File: config.mk
export PLATFORM = sky130hd
export DESIGN_NAME = hangman_core
export DESIGN_NICKNAME = d
export VERILOG_FILES = /design/src/rtl/hangman_pkg.sv /design/src/rtl/char_classify.sv /design/src/rtl/hangman_core.sv
export SDC_FILE = /design/constraint.sdc
export NUM_CORES = 1
export LEC_CHECK = 0
export CORE_MARGIN = 3
export CORE_UTILIZATION = 25
export CTS_BUF_LIST = sky130_fd_sc_hd__clkbuf_4 sky130_fd_sc_hd__clkbuf_8 sky130_fd_sc_hd__clkbuf_16
export CTS_CLUSTER_DIAMETER = 200
export DETAILED_ROUTE_END_ITERATION = 12
export GPL_ROUTABILITY_DRIVEN = 0
export SLEW_MARGIN = 20
export SYNTH_ARGS = -nofsm -noshare
export SYNTH_HDL_FRONTEND = slang
export SYNTH_HIERARCHICAL = 1
export SYNTH_SLANG_ARGS = --single-unit
File: constraint.sdc
create_clock -name clk -period 2.1 [get_ports clk]
set_input_delay 0.63 -clock clk [delete_from_list [all_inputs] [get_ports clk]]
set_output_delay 0.63 -clock clk [all_outputs]
set_load 0.02 [all_outputs]
File: src/rtl/hangman_pkg.sv
// Shared types and constants for the word-guessing game engine.
// Latency: n/a (declarations only).
// Backpressure: n/a.
package hangman_pkg;

   typedef enum logic [2:0] {
      ST_IDLE  = 3'd0,
      ST_PLAY  = 3'd1,
      ST_CHECK = 3'd2,
      ST_WIN   = 3'd3,
      ST_LOSE  = 3'd4
   } state_e;

   typedef enum logic [1:0] {
      RES_HIT     = 2'd0,
      RES_MISS    = 2'd1,
      RES_REPEAT  = 2'd2,
      RES_INVALID = 2'd3
   } result_e;

   localparam int ASCII_A          = 'h41;
   localparam int ASCII_a          = 'h61;
   localparam int ASCII_UNDERSCORE = 'h5F;
   localparam int ALPHA_N          = 26;

endpackage

File: src/rtl/char_classify.sv
// Classifies one ASCII code: letter flag, upper-case fold, 0..25 letter index.
// Latency: combinational.
// Backpressure: none.
// Ports: code in; is_letter, folded, idx out (idx meaningful only when is_letter).
module char_classify
   import hangman_pkg::*;
#(
   parameter int CHAR_W = 7
) (
   input  logic [CHAR_W-1:0] code,
   output logic              is_letter,
   output logic [CHAR_W-1:0] folded,
   output logic [4:0]        idx
);

   logic is_upper;
   logic is_lower;

   always_comb begin
      is_upper  = (code >= CHAR_W'(ASCII_A)) && (code <= CHAR_W'(ASCII_A + ALPHA_N - 1));
      is_lower  = (code >= CHAR_W'(ASCII_a)) && (code <= CHAR_W'(ASCII_a + ALPHA_N - 1));
      is_letter = is_upper | is_lower;
      folded    = is_lower ? (code - CHAR_W'(ASCII_a - ASCII_A)) : code;
      idx       = 5'(folded - CHAR_W'(ASCII_A));
   end

endmodule

File: src/rtl/hangman_core.sv
// Word-guessing game engine: holds a secret word, scores guesses, tracks lives.
// Latency: guess accepted at edge N -> result_valid in cycle N+1, won/lost after edge N+1.
// Backpressure: guess_ready only in PLAY, so at most one guess every 2 cycles.
// Ports: clk/reset_n; restart, load_valid/word_in, guess_valid/guess_char/guess_ready in;
//        disp_chars, revealed, lives, result_valid/result, won, lost out.
module hangman_core
   import hangman_pkg::*;
#(
   parameter int WORD_LEN  = 7,
   parameter int CHAR_W    = 7,
   parameter int MAX_LIVES = 7,
   parameter int LIFE_W    = 3
) (
   input  logic                       clk,
   input  logic                       reset_n,
   input  logic                       restart,
   input  logic                       load_valid,
   input  logic [WORD_LEN*CHAR_W-1:0] word_in,
   input  logic                       guess_valid,
   input  logic [CHAR_W-1:0]          guess_char,
   output logic                       guess_ready,
   output logic [WORD_LEN*CHAR_W-1:0] disp_chars,
   output logic [WORD_LEN-1:0]        revealed,
   output logic [LIFE_W-1:0]          lives,
   output logic                       result_valid,
   output logic [1:0]                 result,
   output logic                       won,
   output logic                       lost
);

   typedef logic [WORD_LEN-1:0][CHAR_W-1:0] word_t;

   state_e                   state_q, state_d;
   word_t                    word_q, word_d;
   word_t                    disp_q, disp_d;
   logic [WORD_LEN-1:0]      revealed_q, revealed_d;
   logic [ALPHA_N-1:0]       used_q, used_d;
   // Letters occurring anywhere in the word; decides HIT vs MISS in one lookup.
   logic [ALPHA_N-1:0]       present_q, present_d;
   logic [LIFE_W-1:0]        lives_q, lives_d;
   logic                     result_vld_q, result_vld_d;
   result_e                  result_q, result_d;

   logic [WORD_LEN-1:0]      w_letter;
   word_t                    w_fold;
   logic [WORD_LEN-1:0][4:0] w_idx;
   logic                     g_letter;
   logic [CHAR_W-1:0]        g_fold;
   logic [4:0]               g_idx;
   logic [WORD_LEN-1:0]      match;

   for (genvar i = 0; i < WORD_LEN; i++) begin : g_word_cls
      char_classify #(.CHAR_W(CHAR_W)) u_word_cls (
         .code      (word_in[i*CHAR_W +: CHAR_W]),
         .is_letter (w_letter[i]),
         .folded    (w_fold[i]),
         .idx       (w_idx[i])
      );
   end

   char_classify #(.CHAR_W(CHAR_W)) u_guess_cls (
      .code      (guess_char),
      .is_letter (g_letter),
      .folded    (g_fold),
      .idx       (g_idx)
   );

   always_comb begin
      state_d      = state_q;
      word_d       = word_q;
      revealed_d   = revealed_q;
      used_d       = used_q;
      present_d    = present_q;
      lives_d      = lives_q;
      result_vld_d = 1'b0;
      result_d     = result_q;
      disp_d       = disp_q;

      // Word is stored folded, so a folded letter guess never equals a non-letter slot.
      for (int i = 0; i < WORD_LEN; i++) begin
         match[i] = (word_q[i] == g_fold);
      end

      if (restart) begin
         state_d    = ST_IDLE;
         word_d     = '0;
         revealed_d = '0;
         used_d     = '0;
         present_d  = '0;
         lives_d    = '0;
         result_d   = RES_HIT;
      end else begin
         case (state_q)
            ST_IDLE: begin
               if (load_valid) begin
                  word_d     = w_fold;
                  revealed_d = ~w_letter;
                  used_d     = '0;
                  present_d  = '0;
                  for (int i = 0; i < WORD_LEN; i++) begin
                     if (w_letter[i]) present_d[w_idx[i]] = 1'b1;
                  end
                  lives_d    = LIFE_W'(MAX_LIVES);
                  state_d    = ST_CHECK;
               end
            end
            ST_PLAY: begin
               if (guess_valid) begin
                  result_vld_d = 1'b1;
                  state_d      = ST_CHECK;
                  if (!g_letter) begin
                     result_d = RES_INVALID;
                  end else if (used_q[g_idx]) begin
                     result_d = RES_REPEAT;
                  end else if (present_q[g_idx]) begin
                     result_d       = RES_HIT;
                     used_d[g_idx]  = 1'b1;
                     revealed_d     = revealed_q | match;
                  end else begin
                     // CHECK leaves PLAY only with lives >= 1, so this cannot wrap.
                     result_d       = RES_MISS;
                     used_d[g_idx]  = 1'b1;
                     lives_d        = lives_q - 1'b1;
                  end
               end
            end
            ST_CHECK: begin
               if (&revealed_q)           state_d = ST_WIN;
               else if (lives_q == '0)    state_d = ST_LOSE;
               else                       state_d = ST_PLAY;
            end
            default: ;
         endcase
      end

      // Display follows the next-state view so it lines up with lost/revealed.
      for (int i = 0; i < WORD_LEN; i++) begin
         disp_d[i] = ((state_d == ST_LOSE) || revealed_d[i]) ? word_d[i]
                                                             : CHAR_W'(ASCII_UNDERSCORE);
      end
   end

   always_ff @(posedge clk or negedge reset_n) begin
      if (!reset_n) begin
         state_q      <= ST_IDLE;
         word_q       <= '0;
         disp_q       <= {WORD_LEN{CHAR_W'(ASCII_UNDERSCORE)}};
         revealed_q   <= '0;
         used_q       <= '0;
         present_q    <= '0;
         lives_q      <= '0;
         result_vld_q <= 1'b0;
         result_q     <= RES_HIT;
      end else begin
         state_q      <= state_d;
         word_q       <= word_d;
         disp_q       <= disp_d;
         revealed_q   <= revealed_d;
         used_q       <= used_d;
         present_q    <= present_d;
         lives_q      <= lives_d;
         result_vld_q <= result_vld_d;
         result_q     <= result_d;
      end
   end

   assign guess_ready  = (state_q == ST_PLAY);
   assign won          = (state_q == ST_WIN);
   assign lost         = (state_q == ST_LOSE);
   assign disp_chars   = disp_q;
   assign revealed     = revealed_q;
   assign lives        = lives_q;
   assign result_valid = result_vld_q;
   assign result       = result_q;

endmodule

==> impl_table.tex, run 1 <==
\begin{tabular}{lr}
\hline
Metric & Value \\
\hline
\multicolumn{2}{l}{\textbf{Drt}} \\
Detail-routed net length per standard cell & 20.4 µm \\
Post-detailed-route count of antenna-violating nets & 0 \\
Total Routed Length & 48,300 µm \\
DRC violation total after the first TritonRoute iteration & 1,105 \\
Remaining DRCs & 0 \\
Post-detailed-route via-to-cell ratio & 5.31 \\
Total vias in the final route & 12,600 \\
Pre-Repair DR Iteration Count & 6 \\
\multicolumn{2}{l}{\textbf{Logic synthesis}} \\
Synth area leaders & dfrtp\_1, dfstp\_2, nand2\_1 \\
Register area share after synthesis & 36.4\% \\
Post-synthesis cell count & 1,277 \\
Synthesized area per cell & 9.04 µm² \\
Count of flip-flops with a built-in enable after synthesis & 0 \\
Synthesized flop and latch total & 166 \\
Primary FF master, synth & dfrtp\_1 \\
Cell accounting for the most synthesized area & dfrtp\_1 \\
FFs w/ async S/R, synth & 100\% \\
Top cell type's share of synthesized area & 26.9\% \\
Post-Synthesis Cell Area & 11,500 µm² \\
Yosys warning total & 6 \\
Post-synth cell types & 69 \\
Total nets after synthesis & 1,380 \\
\multicolumn{2}{l}{\textbf{Setup path}} \\
Crit end category & flip-flop \\
Worst Setup Path Type & in -> reg \\
Critical path, cell by cell & buf\_8 > or3\_4 > or3\_1 > a31oi\_1 > a31oi\_1 > buf\_12 > xor2\_1 > nor4\_2 > nand4\_1 > nor4\_4 > buf\_6 > o21bai\_1 \\
Crit path max-delay cell type & or3\_4 \\
CP max stage delay & 0.41 ns \\
Path depth of the worst reg2reg path & 8 \\
Cell type with the highest occurrence count on the critical path & a31oi\_1 \\
CP Data Required Time & 2.49 ns \\
Launching element type of the critical path & input port \\
Peak fanout along the critical path & 8 \\
Data arrival time of the critical path & 3.13 ns \\
\multicolumn{2}{l}{\textbf{Floorplanning}} \\
Die Span X & 221 µm \\
Core area & 45,500 µm² \\
Area enclosed by the die boundary & 48,800 µm² \\
Floorplan row count & 78 \\
Vertical extent of the die & 221 µm \\
Initial standard-cell utilization of the core & 25.4\% \\
Top Ports & 126 \\
\multicolumn{2}{l}{\textbf{Hold path}} \\
Hold crit path type & in -> async \\
\multicolumn{2}{l}{\textbf{STA}} \\
Sum Neg Setup Slack & -55.11 ns \\
Slew at the pin closest to its max-slew limit & 0.766 ns \\
Clock skew & 0.0140 ns \\
Final hold violations & 0 \\
Max-slew violation count & 0 \\
Final Setup Violations & 115 \\
Setup ws final & -0.640 ns \\
Achievable frequency & 365 MHz \\
Worst hold margin & 0.0550 ns \\
Final worst-path cycle share & 130\% \\
Max-Slew Margin vs Limit & 48.8\% \\
Final Critical Period & 2.74 ns \\
Setup repair after global routing missed its margin & yes \\
\multicolumn{2}{l}{\textbf{Finish}} \\
Net count of the finished layout & 1,859 \\
Synthesis-to-layout area growth & 69.0\% \\
Flip-flop and latch area & 4210 µm² \\
Most common cell after layout, fill and taps aside & buf\_4 \\
Cell area after layout & 19,500 µm² \\
Count of placed standard cells in the final layout, fillers left out & 2,370 \\
Final Util & 42.9\% \\
Share of final-layout standard cells stronger than drive strength 1 & 52.2\% \\
Commonest cells after routing, fill and taps aside & buf\_4, nand2\_1, dfrtp\_1, buf\_6, a21oi\_1 \\
Area occupied by multi-input gates & 8890 µm² \\
FILL cells & 4,216 \\
\multicolumn{2}{l}{\textbf{Global routing}} \\
Pin count of the biggest net entering global routing & 55 \\
First-pass GRT wire length & 71,800 µm \\
Number of global-route vias before repair & 12,700 \\
Antenna violations before repair & 3 \\
Tot GR Track Use & 18.3\% \\
Total grt overflow & 0 \\
\multicolumn{2}{l}{\textbf{Clock tree}} \\
Clk\_lat worst skew & 0.47 ns \\
H-tree level count & 4 \\
Clock tree buffer depth & 2 \\
Total number of clock tree sinks & 166 \\
Library cell used as clock root buffer & clkbuf\_16 \\
Number of clock buffers inserted by TritonCTS & 17 \\
Clock transition at path regs & 0.08 ns \\
Clock tree from TritonCTS & done \\
\multicolumn{2}{l}{\textbf{Outcome}} \\
Violations in the final reports & setup timing \\
Run status & finished, violations left \\
\multicolumn{2}{l}{\textbf{Placed design}} \\
Cell total after placement & 2,246 \\
DP HPWL & 31,800 µm \\
Post-placement cell area & 16,100 µm² \\
Minimum setup slack after placement & -1.84 ns \\
I/O Buffers & 125 \\
\multicolumn{2}{l}{\textbf{Power}} \\
IR drop worst, VDD & 0.516 mV \\
Static leakage & 8.03 nW \\
Post-layout power & 11.7 mW \\
PD cells & 601 nW/µm² \\
\multicolumn{2}{l}{\textbf{Run}} \\
Number of max-capacitance violations reported & 0 \\
\hline
\end{tabular}
## cells in the mapped netlist (10+ instances only)
library cell	n
a21oi_1	87
nor2_1	49
nor3_1	21
nand3b_1	29
or3b_2	19
a32o_1	11
mux2i_1	14
nor4_1	12
o31ai_1	16
xor2_1	56
xnor2_1	17
inv_1	42
or3_1	20
nand3_1	15
dfstp_2	42
nand4_1	14
o21bai_1	57
nor2b_1	10
buf_4	41
buf_6	10
a221oi_1	10
ha_1	42
a31oi_1	18
o22ai_1	67
o21ai_0	66
clkbuf_1	40
nand2_1	162
dfrtp_1	124
nor3b_1	11
a2111oi_0	14
## logic make-up after synthesis
group | Yosys count | share of synthesized area, %
xor gates and xnor gates | 73 | 5.54
DFF | 166 | 36.4
muxes | 32 | 3.36
adders and majority gates | 42 | 4.55
AOI/OAI and AO/OA | 413 | 24.1
buffers and inverters | 144 | 6.71
and+or+nand+nor | 407 | 19.4
## per-layer routing
layer | routed length (µm) | vias up | global-route usage, % | part of all wire, %
li1 | - | 5660 | - | -
met1 | 19800 | 6096 | 24.0 | 41
met2 | 22100 | 628 | 29.2 | 46
met3 | 4100 | 202 | 4.67 | 8.5
met4 | 2220 | 6 | 6.34 | 4.6
met5 | 46 | - | 0 | 0.095
## power breakdown
| part | leakage, nW | internal, mW | switching, mW |
|---|---|---|---|
| combinational | 5.63 | 2.13 | 2.59 |
| sequential | 2.12 | 3.63 | 0.203 |
| clock | 0.279 | 1.59 | 1.57 |
| total | 8.03 | 7.35 | 4.37 |
## critical path: cells and delay by family
kind            cells  cell delay, ns
simple gates        5            1.49
buf+inv             3            0.45
compound gates      3            0.35
xor+xnor            1            0.18
## worst paths after layout
path                          startpoint              to  slack [ns]
setup / recovery           guess_char[4]     revealed[2]       -0.64
hold / removal                   reset_n       word_q[9]        0.05
setup reg to reg             revealed[4]  disp_chars[47]       -0.46
hold reg to reg               used_q[20]      used_q[20]        0.49
max in group asynchronous        reset_n   present_q[18]        1.37
min in group clk              used_q[20]      used_q[20]        0.49
## flip-flops by register name (all words and copies together), names as in the netlist
signal / count
present_q: 26
result_valid: 1
disp_chars: 49
word_q: 49
result: 2
used_q: 26
revealed: 7
lives: 3
state_q: 3
## area by class of cell
cell class	instances	area share, %
Sequential cell	166	21.6
Clock buffer	17	2.18
Inverter	43	0.846
Antenna cell	1	0.0128
Multi-Input combinational cell	967	45.6
Timing Repair Buffer	561	25.2
Clock inverter	15	0.776
Tap cell	600	3.85
## what timing repair did
action                                  4_1_cts  5_1_grt
hold buffers                                  0        0
endpoints found under the setup margin      182      119
gates cloned                                  1        1
gates resized for setup                     586      135
pin swaps                                   182       77
buffers inserted                             77       35
(Power assumes the default switching activity.)
==> run 2: changes to the inputs <==
--- a/config.mk
+++ b/config.mk
@@ -10,6 +10,7 @@
 export CTS_BUF_LIST = sky130_fd_sc_hd__clkbuf_4 sky130_fd_sc_hd__clkbuf_8 sky130_fd_sc_hd__clkbuf_16
 export CTS_CLUSTER_DIAMETER = 200
 export DETAILED_ROUTE_END_ITERATION = 12
+export DONT_BUFFER_PORTS = 1
 export GPL_ROUTABILITY_DRIVEN = 0
 export SLEW_MARGIN = 20
 export SYNTH_ARGS = -nofsm -noshare
==> run 2 against run 1 <==
Die area unchanged. First-iteration DRC count decreased by 6.4%. Clock skew increased by 0.00078 ns. Critical path depth unchanged. Maximum frequency increased by 1.6%. Global-route usage decreased by 0.91 points. Wire length decreased by 0.83%. Final cell count decreased by 8.8%. Combinational power decreased by 23%. Setup slack improved by 0.043 ns. Hold slack got worse by 0.18 ns. Core utilization decreased by 5.0 points. The run ends with hold timing, setup timing left.
==> impl_table.tex, run 2 (same netlist as run 1, synthesis figures left out) <==
\begin{tabular}{lr}
\hline
Metric & Value \\
\hline
\multicolumn{2}{l}{\textbf{Setup path}} \\
Worst Setup Path Type & in -> reg \\
Crit path max-delay cell type & or3\_4 \\
Top cell family by delay on the critical path & compound AO/OA/AOI/OAI gates \\
Path depth of the worst reg2reg path & 6 (-2) \\
Worst R2R End & lives[0] \\
Cell type with the highest occurrence count on the critical path & buf\_6 \\
Crit end category & flip-flop \\
Data arrival time of the critical path & 3.01 ns (-0.12 ns) \\
Count of buffer and inverter cells on the critical path & 4 (+1) \\
CP Data Required Time & 2.42 ns (-0.07 ns) \\
Worst reg2reg path startpoint & used\_q[15] \\
CP max stage delay & 0.40 ns (about the same) \\
R2R setup slack & -0.29 ns (+0.17 ns) \\
Launching element type of the critical path & input port \\
Critical path, cell by cell & or3\_4 > or3\_4 > a221oi\_4 > o21bai\_4 > buf\_6 > buf\_6 > nand3b\_1 > buf\_4 > buf\_6 > o22ai\_4 > a2111oi\_4 > a21oi\_1 \\
Peak fanout along the critical path & 7 (-1) \\
\multicolumn{2}{l}{\textbf{Finish}} \\
Net count of the finished layout & 1,652 (-11\%) \\
Cell area after layout & 17,200 µm² (-12\%) \\
Synthesis-to-layout area growth & 49.2\% \\
FILL cells & 4,360 (+3.4\%) \\
Area occupied by multi-input gates & 8470 µm² (-4.7\%) \\
Share of final-layout standard cells stronger than drive strength 1 & 45.3\% (-6.9 points) \\
Flip-flop and latch area & 4210 µm² (about the same) \\
Most common cell after layout, fill and taps aside & buf\_4 \\
Final Util & 37.9\% (-5.0 points) \\
Commonest cells after routing, fill and taps aside & buf\_4, nand2\_1, dfrtp\_1, a21oi\_1, buf\_6 \\
ANT cells & 0 (-1) \\
\multicolumn{2}{l}{\textbf{Placed design}} \\
I/O Buffers & 0 (-100\%) \\
Minimum setup slack after placement & -1.22 ns (+0.610 ns) \\
Post-placement cell area & 14,100 µm² (-12\%) \\
DP HPWL & 30,200 µm (-5.2\%) \\
\multicolumn{2}{l}{\textbf{Global routing}} \\
Total grt overflow & 0 (unchanged) \\
First-pass GRT wire length & 68,200 µm (-5.1\%) \\
Met2 global-route usage & 26.9\% (-2.3 points) \\
Tot GR Track Use & 17.4\% (-0.91 points) \\
Met3 Use GR & 6.22\% (+1.6 points) \\
Number of global-route vias before repair & 11,700 (-8.1\%) \\
Antenna violations before repair & 0 (-3) \\
Met1 track demand over resource in global routing & 22.4\% (-1.6 points) \\
Pin count of the biggest net entering global routing & 167 (+200\%) \\
Global routing's busiest layer & met2 \\
\multicolumn{2}{l}{\textbf{STA}} \\
Slew at the pin closest to its max-slew limit & 0.948 ns (+0.183 ns) \\
Clock skew & 0.0148 ns (+0.000776 ns) \\
Final hold violations & 124 (+124) \\
Sum Neg Setup Slack & -52.80 ns (+2.31 ns) \\
Final Critical Period & 2.70 ns (-0.0427 ns) \\
Achievable frequency & 371 MHz (+1.6\%) \\
Max-Slew Margin vs Limit & 36.6\% (-12 points) \\
Max-slew violation count & 0 (unchanged) \\
Final Setup Violations & 113 (-1.7\%) \\
Worst hold margin & -0.130 ns (-0.185 ns) \\
Setup repair after global routing missed its margin & yes \\
Final worst-path cycle share & 128\% (-2.0 points) \\
Setup ws final & -0.597 ns (+0.0427 ns) \\
\multicolumn{2}{l}{\textbf{Drt}} \\
Post-detailed-route via-to-cell ratio & 5.56 (+4.6\%) \\
Pre-Repair DR Iteration Count & 7 (+1) \\
Post-detailed-route count of antenna-violating nets & 0 (unchanged) \\
Total vias in the final route & 12,000 (-4.6\%) \\
DRC violation total after the first TritonRoute iteration & 1,034 (-6.4\%) \\
Total Routed Length & 47,900 µm (-0.83\%) \\
Detail-routed net length per standard cell & 22.1 µm (+8.7\%) \\
Remaining DRCs & 0 (unchanged) \\
\multicolumn{2}{l}{\textbf{Power}} \\
Static leakage & 6.90 nW (-14\%) \\
PD cells & 634 nW/µm² (+5.5\%) \\
IR drop worst, VDD & 0.577 mV (+12\%) \\
Post-layout power & 10.9 mW (-6.8\%) \\
\multicolumn{2}{l}{\textbf{Clock tree}} \\
Clock transition at path regs & 0.08 ns (about the same) \\
Clk\_lat worst skew & 0.45 ns (-0.02 ns) \\
H-tree level count & 4 (unchanged) \\
Library cell used as clock root buffer & clkbuf\_16 \\
Number of clock buffers inserted by TritonCTS & 17 (unchanged) \\
Clock tree from TritonCTS & done \\
Total number of clock tree sinks & 166 (unchanged) \\
Clock tree buffer depth & 2 (unchanged) \\
\multicolumn{2}{l}{\textbf{Outcome}} \\
Run status & finished, violations left \\
Violations in the final reports & hold timing, setup timing \\
\multicolumn{2}{l}{\textbf{Run}} \\
Number of max-capacitance violations reported & 0 (unchanged) \\
\multicolumn{2}{l}{\textbf{Hold path}} \\
Hold crit path type & in -> async \\
\multicolumn{2}{l}{\textbf{Floorplanning}} \\
Die Span X & 221 µm (unchanged) \\
Vertical extent of the die & 221 µm (unchanged) \\
Floorplan row count & 78 (unchanged) \\
Initial standard-cell utilization of the core & 25.4\% (unchanged) \\
Area enclosed by the die boundary & 48,800 µm² (unchanged) \\
Top Ports & 126 (unchanged) \\
Core area & 45,500 µm² (unchanged) \\
\hline
\end{tabular}
-- run 2: changes by cell type in the layout (fill, tap and decap cells not counted), sizes merged, moves of 2 or more --
cell / before / now
buf: 469 / 351
bufbuf: 0 / 2
clkbuf: 26 / 17
clkdlybuf4s15: 4 / 0
clkdlybuf4s50: 9 / 0
dlygate4sd2: 69 / 0
-- run 2: metrics by stage --
| step | std cells | hold WS (ns) |
|---|---|---|
| 2_1_floorplan | 1277 | 0.334 |
| 3_3_place_gp | 2032 | 0.350 |
| 3_5_place_dp | 2032 | 0.344 |
| 4_1_cts | 2118 | -0.136 |
| 5_1_grt | 2162 | -0.157 |
| 6_report | 2162 | -0.130 |
-- run 2: power breakdown --
| group | leakage (nW) | switching [mW] | internal (mW) | total, mW |
|---|---|---|---|---|
| clock network | 0.279 | 1.59 | 1.59 | 3.18 |
| registers | 2.12 | 0.443 | 3.65 | 4.09 |
| logic | 4.51 | 1.97 | 1.68 | 3.65 |
| total | 6.90 | 4.00 | 6.91 | 10.9 |
-- run 2: how the worst max path moves through the flow --
stage / slack, ns / startpoint / cells after the start / to
2_1_floorplan: -0.94 / guess_char[2] / 11 / revealed[6]
3_3_place_gp: -1.18 / word_in[38] / 9 / present_q[20]
3_5_place_dp: -1.22 / word_in[38] / 9 / present_q[20]
4_1_cts: -0.59 / guess_char[2] / 12 / disp_chars[26]
5_1_grt: -0.65 / guess_char[2] / 12 / disp_chars[26]
6_report: -0.60 / word_in[17] / 12 / present_q[9]
-- run 2: worst register-to-register path, cell delays in order (launching register included) --
cell and delay [ns]:
dfrtp_1 0.40, mux4_2 0.49, a22o_1 0.28, a31oi_4 0.26, nand3_2 0.15, o31ai_4 0.36
mux2_4 0.34
-- run 2: final cells by class --
| cell class | instances | area share (%) |
|---|---|---|
| inverters | 43 | 0.995 |
| clock inverters | 15 | 0.871 |
| clock buffers | 17 | 2.47 |
| flip-flops and latches | 166 | 24.4 |
| repair buffers | 353 | 17.7 |
| multi-input cells | 968 | 49.2 |
| well taps | 600 | 4.36 |
-- run 2: repair_timing --
item	in CTS	in global routing
resized for setup	183	146
gates cloned	2	1
setup endpoints to repair	115	117
endpoints found under the hold margin	124	124
pin swaps	104	105
buffers inserted	67	52
-- run 2: metal layers --
metal  vias to the layer above  share of wire, %
li1                       5236                 -
met2                       659                45
met4                         0               5.2
met1                      5899                39
met3                       221                10
met5                         -                 0
